### src/rtl/sipo_rx_ctrl.sv
// Frame-level serial-in/parallel-out receiver: arms on frame_start, shifts WIDTH
// qualified bits MSB-first, and hands the word to a one-entry valid/ready buffer.
module sipo_rx_ctrl #(
  parameter  int WIDTH = 8,
  localparam int CNT_W = $clog2(WIDTH + 1)
) (
  input  logic             clk,
  input  logic             rst_n,
  input  logic             frame_start,
  input  logic             serial_in,
  input  logic             bit_valid,
  output logic [WIDTH-1:0] out_data,
  output logic             out_valid,
  input  logic             out_ready,
  output logic             busy,
  output logic [CNT_W-1:0] bit_cnt,
  output logic             overrun,
  input  logic             clr_overrun
);

  typedef enum logic {
    IDLE  = 1'b0,
    SHIFT = 1'b1
  } state_t;

  state_t           state, state_n;
  logic [WIDTH-1:0] sreg, sreg_n;
  logic [CNT_W-1:0] cnt_n;
  logic [WIDTH-1:0] word;
  logic             complete;
  logic             load;
  logic             drop;

  assign word = {sreg[WIDTH-2:0], serial_in};

  // NOTE: every signal driven here gets a default first, so no path leaves it unassigned (no latches).
  always_comb begin
    state_n  = state;
    sreg_n   = sreg;
    cnt_n    = bit_cnt;
    complete = 1'b0;
    unique case (state)
      IDLE: begin
        if (frame_start) begin
          state_n = SHIFT;
          sreg_n  = '0;
          cnt_n   = '0;
        end
      end
      SHIFT: begin
        // A restart strobe beats a coincident final bit.
        if (frame_start) begin
          sreg_n = '0;
          cnt_n  = '0;
        end else if (bit_valid) begin
          sreg_n = word;
          if (bit_cnt == CNT_W'(WIDTH - 1)) begin
            complete = 1'b1;
            state_n  = IDLE;
            cnt_n    = '0;
          end else begin
            cnt_n = bit_cnt + CNT_W'(1);
          end
        end
      end
      default: state_n = IDLE;
    endcase
  end

  // The buffer accepts a new word when empty or when it drains in the same cycle.
  assign load = complete && (!out_valid || out_ready);
  assign drop = complete && out_valid && !out_ready;

  // NOTE: sequential state uses non-blocking assignments so every register samples pre-edge values.
  always_ff @(posedge clk) begin
    if (!rst_n) begin
      state     <= IDLE;
      sreg      <= '0;
      bit_cnt   <= '0;
      out_data  <= '0;
      out_valid <= 1'b0;
      overrun   <= 1'b0;
    end else begin
      state   <= state_n;
      sreg    <= sreg_n;
      bit_cnt <= cnt_n;
      if (load) begin
        out_data  <= word;
        out_valid <= 1'b1;
      end else if (out_valid && out_ready) begin
        out_valid <= 1'b0;
      end
      if (drop) begin
        overrun <= 1'b1;
      end else if (clr_overrun) begin
        overrun <= 1'b0;
      end
    end
  end

  assign busy = (state == SHIFT);

endmodule

### config.mk
export PLATFORM = sky130hd
export DESIGN_NAME = sipo_rx_ctrl
export DESIGN_NICKNAME = d
export VERILOG_FILES = /design/src/rtl/sipo_rx_ctrl.sv
export SDC_FILE = /design/constraint.sdc
export NUM_CORES = 1
export LEC_CHECK = 0
export CAP_MARGIN = 20
export CORE_UTILIZATION = 42
export DETAILED_ROUTE_END_ITERATION = 7
export PLACE_DENSITY_LB_ADDON = 0.12
export SYNTH_ARGS = -nofsm -noshare
export SYNTH_HDL_FRONTEND = slang
export SYNTH_SLANG_ARGS = --single-unit
### constraint.sdc
create_clock -name clk -period 1.4 [get_ports clk]
set_input_delay 0.28 -clock clk [delete_from_list [all_inputs] [get_ports clk]]
set_output_delay 0.28 -clock clk [all_outputs]
set_load 0.005 [all_outputs]
Word level (Yosys, flattened, before mapping)
Index checks and enable logic that the tools add are counted.
{ "op_classes": {"n_addsub": 1, "n_eq_ne": 3, "mux": 22, "bitwise": 1, "n_reduce_logical": 10} }
{ "ops": {"columns": ["op", "n"], "rows": [
  ["7-bit two-way mux", 3],
  ["4-bit two-way mux", 4],
  ["7-bit one-hot mux with 2 select lines", 1],
  ["1-bit two-way mux", 12],
  ["4-bit one-hot mux with 2 select lines", 1],
  ["4-bit by 1-bit adder with 4-bit output, second input constant", 1],
  ["4-bit by 3-bit equality test with 1-bit output, second input constant", 1],
  ["1-bit logical AND", 4],
  ["2-bit nonzero test", 2],
  ["3-bit != test, second input constant", 1],
  ["1-bit zero test", 2],
  ["2-bit != test, second input constant", 1],
  ["1-bit one-hot mux with 2 select lines", 1],
  ["2-bit AND reduction", 1],
  ["1-bit logical OR", 1],
  ["1-bit inverter", 1]
]} }
{ "word_totals": {"ff_bits": 22, "input_bits": 7, "out_inout_bits": 15, "elab_cells": 43} }

Longest topological paths before layout
{ "logic_depth": {"word_depth": 8, "ltp_mapped": 4, "ltp_nobuf": 4} }

Worst setup path after synthesis
Ideal clock, no wire load.
{ "synth_timing": {"path_kind": "register to register", "startpoint": "register bit_cnt[0]", "endpoint": "register out_data[0]", "setup_ns": 0.072, "arrival_time_ns": 1.370, "required_time_ns": 1.328, "setup_slack_ns": -0.042, "path_stages_with_launch": 5, "n_path_buf": 0, "period_less_slack_ns": 1.442, "path_cell_list": "dfxtp_1 -> ha_1 -> nand3b_1 -> nor4_4 -> mux2i_1"} }
{ "synth_between": {"elab_chain_len": 6} }
{ "synth_lines": {"columns": ["item", "line_no", "rtl"], "rows": [
  ["start: declaration", "16", "output logic [CNT_W-1:0] bit_cnt,"],
  ["start signal: assignment", "86", "bit_cnt <= cnt_n;"],
  ["4-bit by 3-bit equality test with 1-bit output", "57", "if (bit_cnt == CNT_W'(WIDTH - 1)) begin"],
  ["1-bit two-way mux", "57", null],
  ["1-bit two-way mux", "55", "end else if (bit_valid) begin"],
  ["1-bit two-way mux", "52", "if (frame_start) begin"],
  ["1-bit two-way mux", "42", "unique case (state)"],
  ["1-bit logical AND", "71", "assign load = complete && (!out_valid || out_ready);"],
  ["end signal: assignment", "88", "out_data <= word;"],
  ["end: declaration", "12", "output logic [WIDTH-1:0] out_data,"]
]} }
Every way passes these cells.
A chain may end at the register's enable or synchronous reset.

Worst setup path in the final report
{ "layout_timing": {"startpoint": "register bit_cnt[0]", "endpoint": "register bit_cnt[3]"} }
{ "layout_between": {"elab_chain_len": 5, "word_cells_on_any_way": 6, "classes_between": "add/sub: 1; eq/ne: 1; mux: 4"} }
{ "layout_lines": {"columns": ["item", "line_no"], "rows": [
  ["4-bit by 1-bit adder with 4-bit output / 4-bit by 3-bit equality test with 1-bit output (equally long branches)", "62, 57"],
  ["4-bit two-way mux *", "57"],
  ["4-bit two-way mux *", "55"],
  ["4-bit two-way mux *", "52"],
  ["4-bit one-hot mux with 2 select lines *", "42"]
]} }
Mark *: on every way between the ends. The rest lies on a longest branch, timed or not. The select of a mux whose other input is x is not followed.

==> impl_metrics.env <==
export IMPL_track_usage_pct=20.7
export IMPL_cts_sinks=22
export IMPL_h_tree_depth=1
export IMPL_core_region_area_um2=1960
export IMPL_yosys_register_bits=22
export IMPL_routed_wirelength_um=2030
export IMPL_cp_cell_sequence="ha_4 > and3b_1 > or4_1 > a21oi_1"
export IMPL_holdCritPathClass="register to register"
export IMPL_power_density_nw_per_um2=924
export IMPL_rows=16
export IMPL_start_util_pct=44.5
export IMPL_grt_pass1_wl_um=3160
export IMPL_clk_pin_slew_ns=0.14
export IMPL_grt_pass1_vias=731
export IMPL_drt_iter0_drc=23
export IMPL_final_setup_viol_count=0
export IMPL_finalClockSkew_ns=0.00889
export IMPL_critPathRequiredTime_ns=1.64
export IMPL_slew_violations=0
export IMPL_synth_cells=100
export IMPL_instances_no_fill=164
export IMPL_drc=0
export IMPL_fin_crit_ns=1.36
export IMPL_routedWlPerCell_um=12.4
export IMPL_io_buffers=21
export IMPL_fp_dieW_um=47.6
export IMPL_clockBufferDepth=2
export IMPL_post_route_period_util_pct=97.3
export IMPL_vias_per_cell=4.94
export IMPL_path_buf_inv=0
export IMPL_synth_seq_area_share_pct=50.5
export IMPL_clk_latency_ns=0.31
export IMPL_peakVddDrop_uv=562
export IMPL_dp_hpwl_um=1290
export IMPL_synth_cell_types=24
export IMPL_vias=810
export IMPL_netlist_area_um2=872
export IMPL_clk_root_buffer_cell="clkbuf_4"
export IMPL_worstSetupEndpointType="register"
export IMPL_tightest_slew_ns=0.272
export IMPL_grt_overflow=0
export IMPL_cts_tree="yes"
export IMPL_hold_buffers=0
export IMPL_max_stage_delay_ns=0.46
export IMPL_cts_buffers_inserted=3
export IMPL_boundaryPins=22
export IMPL_first_pass_iters=4
export IMPL_grt_max_degree=19
export IMPL_yosys_warnings=0
export IMPL_p_leak_nw=0.541
export IMPL_synth_area_per_cell_um2=8.72
export IMPL_slowest_stage="or4_1"
export IMPL_synthesis_nets=108
export IMPL_crit_fanout=3
export IMPL_die_area_um2=2260
export IMPL_status="finished clean"
export IMPL_max_slew_margin_pct=81.7
export IMPL_die_y_um=47.6
export IMPL_cp_start_kind="register"
export IMPL_areaGrowthSynthToFinish_pct=50.8
export IMPL_max_cap_violations=0
export IMPL_hold_viol=0
export IMPL_place_congestion=0.758
export IMPL_cp_top_family="simple AND/OR/NAND/NOR gates"
export IMPL_cp_arrival_ns=1.60
export IMPL_worst_slack_ns=0.0376
export IMPL_max_freq_mhz=734
export IMPL_place_ws_ns=-0.231
export IMPL_dp_cells=155
export IMPL_antenna_found_initial=0
export IMPL_antenna_diode_count=0
export IMPL_nets=146
export IMPL_drive_above_1_share_pct=29.2
export IMPL_crit_type="register to register"
export IMPL_antenna_left=0
==> layer usage <==
layer	vias up	share of wire, %	track usage (%)
met5	-	0	0
met4	0	1.5	8.33
met3	4	2.9	3.40
met2	17	52	37.0
met1	382	44	24.5
li1	407	-	-
==> cells by family after synthesis <==
group / Yosys count / share of synthesized area (%)
mux: 8 / 9.18
buf+inv: 6 / 2.58
xor+xnor: 1 / 1.00
fa+ha+maj: 1 / 1.43
simple gates: 47 / 25.8
flops: 22 / 50.5
compound gates: 15 / 9.47
==> synthesized netlist by cell type <==
cell type   n  area [um2]
a21oi_1    10        50.1
a31o_2      1        8.76
a31oi_1     1        6.26
and2_1      1        6.26
and3b_1     2        17.5
buf_1       2        7.51
clkbuf_1    3        11.3
dfxtp_1    22         440
ha_1        1        12.5
inv_1       1        3.75
mux2i_1     8        80.1
nand2_1    34         128
nand2_2     1        6.26
nand3_1     2        10.0
nand3b_1    1        7.51
nor2_1      1        3.75
nor2b_1     1        6.26
nor3_1      1        5.00
nor4_4      1        21.3
o21a_1      1        7.51
o21ai_0     2        10.0
or3_1       1        6.26
or4_1       1        7.51
xor2_1      1        8.76
==> stage by stage <==
stage	utilization (%)	power (mW)	hold WS [ns]	TNS [ns]	cell area [um2]
finish	67.0	1.21	0.463	0	1320
global route	67.0	1.26	0.485	-0.0393	1320
CTS	66.1	1.21	0.466	0	1300
detailed placement	62.1	0.729	0.448	-2.57	1220
global placement	62.1	0.728	0.443	-2.05	1220
floorplan	-	0.675	0.388	-0.0196	877
==> where the power goes <==
part           switching, mW  total, mW  internal [mW]
Clock                  0.206      0.495          0.289
Sequential           0.00215      0.632          0.630
Combinational         0.0425     0.0876         0.0451
==> cell type report <==
| type | count | area (um2) |
|---|---|---|
| clock inverter | 1 | 30.0 |
| inverter | 1 | 3.75 |
| sequential | 22 | 459 |
| multi-input combinational | 72 | 422 |
| tap | 27 | 33.8 |
| timing repair buffer | 38 | 344 |
| fill | 188 | 647 |
| clock buffer | 3 | 22.5 |
==> cells in the final DEF, fill, tap and decap left out, types with 2 or more instances in the layout <==
master | netlist | layout
nand2_1 | 34 | 34
dfxtp_2 | 0 | 15
dlygate4sd2_1 | 0 | 15
buf_4 | 0 | 15
a21oi_1 | 10 | 10
mux2i_1 | 8 | 8
dfxtp_1 | 22 | 7
clkdlybuf4s50_1 | 0 | 6
clkbuf_4 | 0 | 3
nand3_1 | 2 | 2
and3b_1 | 2 | 2
o21ai_0 | 2 | 2
buf_12 | 0 | 2
==> worst reg2reg max path: stages, from the launching register on <==
cell and delay [ns]:
dfxtp_2 0.36, ha_4 0.17, and3b_1 0.17, or4_1 0.46
a21oi_1 0.14
==> state kept, by name (all words and copies together), names as in the netlist <==
name and count:
bit_cnt 4, busy 1, out_data 8, out_valid 1, overrun 1, sreg 7
==> path summary, 6_finish.rpt <==
kind	start	end	slack [ns]	depth (start not counted)
hold reg to reg	out_data[4]	out_data[4]	0.46	2
hold / removal	out_data[4]	out_data[4]	0.46	2
setup / recovery	bit_cnt[0]	bit_cnt[3]	0.04	4
setup reg to reg	bit_cnt[0]	bit_cnt[3]	0.04	4
==> repair_timing <==
item	in CTS	in global routing
setup endpoints to repair	16	8
gates resized for setup	28	1
pin swaps	2	1
setup buffers	4	1
No activity file was read; power rests on OpenSTA's default activity.
